<file path="src/rtl/iir_coef_loader.sv">
// Coefficient loader for the biquad cascade: streams words into a shadow bank
// and commits the whole bank to the active `coefs` bus on a sample boundary.
module iir_coef_loader #(
  parameter int CASCADE_LEVEL = 10,
  parameter int CWIDTH        = 24
) (
  input  logic                              clk,
  input  logic                              rstn,
  input  logic                              block_en,
  input  logic                              cfg_start,
  input  logic                              cfg_vld,
  output logic                              cfg_rdy,
  input  logic [CWIDTH-1:0]                 cfg_data,
  input  logic                              din_vld,
  output logic [CASCADE_LEVEL*5*CWIDTH-1:0] coefs,
  output logic                              busy,
  output logic                              load_done
);

  localparam int NWORDS = CASCADE_LEVEL * 5;
  localparam int WCW    = (NWORDS > 1) ? $clog2(NWORDS) : 1;
  localparam logic [WCW-1:0] LAST = WCW'(NWORDS - 1);

  typedef enum logic [1:0] {
    S_IDLE,
    S_LOAD,
    S_PEND
  } state_t;

  state_t            r_state;
  logic [WCW-1:0]    r_wcnt;
  logic              r_rdy;
  logic              r_busy;
  logic              r_done;
  logic [CWIDTH-1:0] r_shadow [NWORDS];
  logic [CWIDTH-1:0] r_active [NWORDS];

  always_ff @(posedge clk or negedge rstn) begin
    if (!rstn) begin
      r_state <= S_IDLE;
      r_wcnt  <= '0;
      r_rdy   <= 1'b0;
      r_busy  <= 1'b0;
      r_done  <= 1'b0;
      for (int unsigned i = 0; i < NWORDS; i++) begin
        r_shadow[i] <= '0;
        r_active[i] <= '0;
      end
    end else begin
      r_done <= 1'b0;
      if (!block_en) begin
        // The cascade is being cleared, so a pending bank needs no boundary.
        if (r_state == S_PEND) begin
          r_active <= r_shadow;
          r_done   <= 1'b1;
        end
        r_state <= S_IDLE;
        r_wcnt  <= '0;
        r_rdy   <= 1'b0;
        r_busy  <= 1'b0;
      end else begin
        case (r_state)
          S_IDLE: begin
            if (cfg_start) begin
              r_state <= S_LOAD;
              r_wcnt  <= '0;
              r_rdy   <= 1'b1;
              r_busy  <= 1'b1;
            end
          end
          S_LOAD: begin
            if (cfg_start) begin
              r_wcnt <= '0;
            end else if (cfg_vld && r_rdy) begin
              r_shadow[r_wcnt] <= cfg_data;
              if (r_wcnt == LAST) begin
                r_state <= S_PEND;
                r_wcnt  <= '0;
                r_rdy   <= 1'b0;
              end else begin
                r_wcnt <= r_wcnt + 1'b1;
              end
            end
          end
          S_PEND: begin
            if (din_vld) begin
              r_active <= r_shadow;
              r_done   <= 1'b1;
            end
            // A restart wins the next state even when it coincides with a commit.
            if (cfg_start) begin
              r_state <= S_LOAD;
              r_wcnt  <= '0;
              r_rdy   <= 1'b1;
            end else if (din_vld) begin
              r_state <= S_IDLE;
              r_busy  <= 1'b0;
            end
          end
          default: begin
            r_state <= S_IDLE;
            r_rdy   <= 1'b0;
            r_busy  <= 1'b0;
          end
        endcase
      end
    end
  end

  for (genvar g = 0; g < NWORDS; g++) begin : g_coefs
    assign coefs[g*CWIDTH +: CWIDTH] = r_active[g];
  end

  assign cfg_rdy   = r_rdy;
  assign busy      = r_busy;
  assign load_done = r_done;

endmodule

</file>
<file path="config.mk">
export PLATFORM = sky130hd
export DESIGN_NAME = iir_coef_loader
export DESIGN_NICKNAME = d
export VERILOG_FILES = /design/src/rtl/iir_coef_loader.sv
export SDC_FILE = /design/constraint.sdc
export NUM_CORES = 2
export LEC_CHECK = 0
export ABC_AREA = 0
export BUFFER_PORTS_ARGS = -buffer_cell sky130_fd_sc_hd__buf_2
export CAP_MARGIN = 20
export CELL_PAD_IN_SITES_DETAIL_PLACEMENT = 1
export CELL_PAD_IN_SITES_GLOBAL_PLACEMENT = 1
export CORE_AREA = 2 2 476 478
export DETAILED_ROUTE_END_ITERATION = 10
export DIE_AREA = 0 0 478 480
export PLACE_DENSITY_LB_ADDON = 0.1
export SETUP_SLACK_MARGIN = 0.02
export SLEW_MARGIN = 30
export SYNTH_ARGS = -nofsm -noshare
export SYNTH_HDL_FRONTEND = slang
export SYNTH_SLANG_ARGS = --single-unit
</file>
<file path="constraint.sdc">
create_clock -name clk -period 2.9 [get_ports clk]
set_input_delay 0.29 -clock clk [delete_from_list [all_inputs] [get_ports clk]]
set_output_delay 0.29 -clock clk [all_outputs]
set_load 0.1 [all_outputs]
</file>
==> results.cfg <==
[global_route]
grt_pass1_wl_um = 494000
grt_use_total_pct = 29.7
grt_max_degree = 136
antenna_found_initial = 39
overflow = 0
grt_pass1_vias = 68100

[clock_network]
clock_sinks = 2411
insertion_delay_ns = 0.94
cts_made_buffers = 276
clk_pin_slew_ns = 0.06
cts_tree = done
cts-root-buf = clkbuf_16
post_cts_resized = 0
cts_setup_buffers = 0
clockBufferDepth = 4
cts_max_level = 5

[critical_path]
cpPeakStageDelay_ns = 0.50
path_common_cell = buf_4
cp_num_buf_inv = 2
critPathTopFamily = simple AND/OR/NAND/NOR gates
cp.required_ns = 3.65
cp-start-kind = flip-flop
cp_max_fo = 24
cp_cell_sequence = nand4b_4, or2_4, buf_4, nor3_4, buf_4, mux2_2
endpoint_kind = flip-flop
cp_slowest_cell = or2_4
critical_path_class = flip-flop to flip-flop
critical_path_arrival_ns = 3.39

[die]
die_x_um = 478
initial_core_util_pct = 40.8
dieArea_mm2 = 0.229
rows = 174
core_area_mm2 = 0.224
dieHeight_um = 480
num_io_pins = 1233

[sta]
max_freq_ghz = 0.378
period_share_pct = 91.2
layout_min_cycle_time_ns = 2.64
fin_tns_setup_ns = 0
worstMarginPinSlew_ns = 0.950
holdWs_ns = 0.0741
final_hold_viol_count = 0
setup_viol = 0
maxSlewViolCount = 0
fin_ws_ns = 0.257
rsz0062_at_grt = no
max_slew_margin_pct = 36.7
finalClockSkew_ns = 0.0614

[placed_design]
place_area_mm2 = 0.102
io_buffers = 1232
place_ws_ns = 0.259
hpwl_um = 222000
gp_congestion = 0.814
dpl.cell_count = 11800

[pwr]
clkPwrFrac_pct = 48.9
p_comb_share_pct = 2.7
switching_power_mw = 15.4
p_sw_share_pct = 22.0
peakVddDrop_uv = 536
seqPwrFrac_pct = 48.4
intPower_mw = 54.6
p_total_mw = 69.9
p_leak_nw = 63.9
power.density_mw_per_mm2 = 630

[route]
drt_pass1_iterations = 5
drc = 0
avgViaCountPerCell = 5.18
wl_um = 342000
drtIter0Drc = 4860
wl_per_cell_um = 27.8
vias = 63800
detail-route-antenna-nets = 0

[outcome]
status = finished, final reports clean

[logic_synthesis]
yosys-top-cells-area = dfrtp_1, nand2_1, mux2_2
synth.ff_latch_count = 2411
synth.avg_cell_area_um2 = 11.6
syn_nets = 7874
yosysUniqueCellTypes = 40
post-synth-top-area-cell = dfrtp_1
yosysWarnings = 0
yosysSeqAreaShare_pct = 66.1
yosys.area.top_type_share_pct = 66.1
async_reset_ff_share_pct = 100
syn-cell-area_mm2 = 0.0913
synth_cells = 7842
synth-edff-count = 0
ys.flop_type = dfrtp_1

[final_layout]
layout-drive-gt1-share_pct = 32.7
final_common_cell = nand2_1
final_core_util_pct = 49.6
layout_common_cells = nand2_1, dfrtp_1, buf_2
area_growth_pct = 21.6
final_cells = 12300
finalInstanceArea_mm2 = 0.111
nNetsFinal = 9151
n_fill_cell = 23900

[worst_hold_path]
hp-class = input port to flip-flop

[run]
cap_violations = 0
## cell type report
class                           instances  area, µm²  share of cell area, %
Sequential cell                      2411      60300                   54.3
Multi-Input combinational cell       4915      28300                   25.5
Timing Repair Buffer                 1508       9840                   8.86
Clock buffer                          430       8330                   7.50
Tap cell                             2992       3740                   3.37
Clock inverter                         38        459                  0.413
Inverter                                7       33.8                 0.0304
Antenna cell                           13       32.5                 0.0293
## repair_timing
action,in CTS,in global routing
hold buffers,20,0
endpoints found under the hold margin,1082,0
endpoints found under the setup margin,0,1
## cells in the mapped netlist (all sizes together) (2+ instances only)
library cell and count:
dfrtp 2411, nand3 9, nand3b 6, inv 6
buf 124, nand2 3609, nand2b 4, o21ai 6
ha 2, clkbuf 385, o31ai 2, or3 8
nor3 51, mux2 1200, a21oi 3
## power groups by stage
stage	Combinational [mW]	Clock, mW	Sequential (mW)
after detailed placement	1.93	0	34.4
after CTS	1.95	35.0	33.8
after global routing	2.03	36.2	33.8
after floorplan	0.309	0	34.4
after global placement	1.91	0	34.4
final	1.89	34.2	33.8
## path summary, 6_finish.rpt
kind	from	to	slack [ns]	cells past startpoint
worst max register to register	r_state[1]	r_shadow[1193]	0.26	6
worst min-delay path	cfg_data[21]	r_shadow[429]	0.07	2
min in group asynchronous	rstn	r_shadow[462]	0.57	3
max in group asynchronous	rstn	r_shadow[928]	1.01	4
worst max-delay path	r_state[1]	r_shadow[1193]	0.26	6
worst min register to register	r_shadow[946]	coefs[250]	0.43	2
## flip-flops by register name, indices dropped and copies added (netlist names)
register / count
load_done: 1
busy: 1
r_shadow: 1200
r_wcnt: 6
cfg_rdy: 1
coefs: 1200
r_state: 2
## worst register-to-register path: cells and delay by family, from the launching register on
family,cells,cell delay (ns)
simple gates,3,0.95
buf+inv,2,0.71
flops,1,0.44
mux,1,0.39
## cell families (layout without fill, tap and decap cells)
| kind of cell | after synthesis | in the layout | share of synthesized area, % |
|---|---|---|---|
| compound gates | 20 | 20 | 0.144 |
| fa+ha+maj | 2 | 2 | 0.0274 |
| buf+inv | 516 | 1983 | 2.98 |
| flops | 2411 | 2411 | 66.1 |
| mux | 1200 | 1200 | 14.8 |
| other cells | 0 | 13 | 0 |
| simple gates | 3693 | 3693 | 16.0 |
## layer usage
| layer | up-vias | part of all wire, % | track usage (%) |
|---|---|---|---|
| met5 | - | 0.0061 | 0 |
| met4 | 4 | 4.7 | 13.1 |
| met3 | 525 | 5.4 | 4.61 |
| met2 | 2027 | 47 | 47.8 |
| met1 | 33900 | 42 | 39.8 |
| li1 | 27400 | - | - |
No activity file was read; power rests on OpenSTA's default activity.
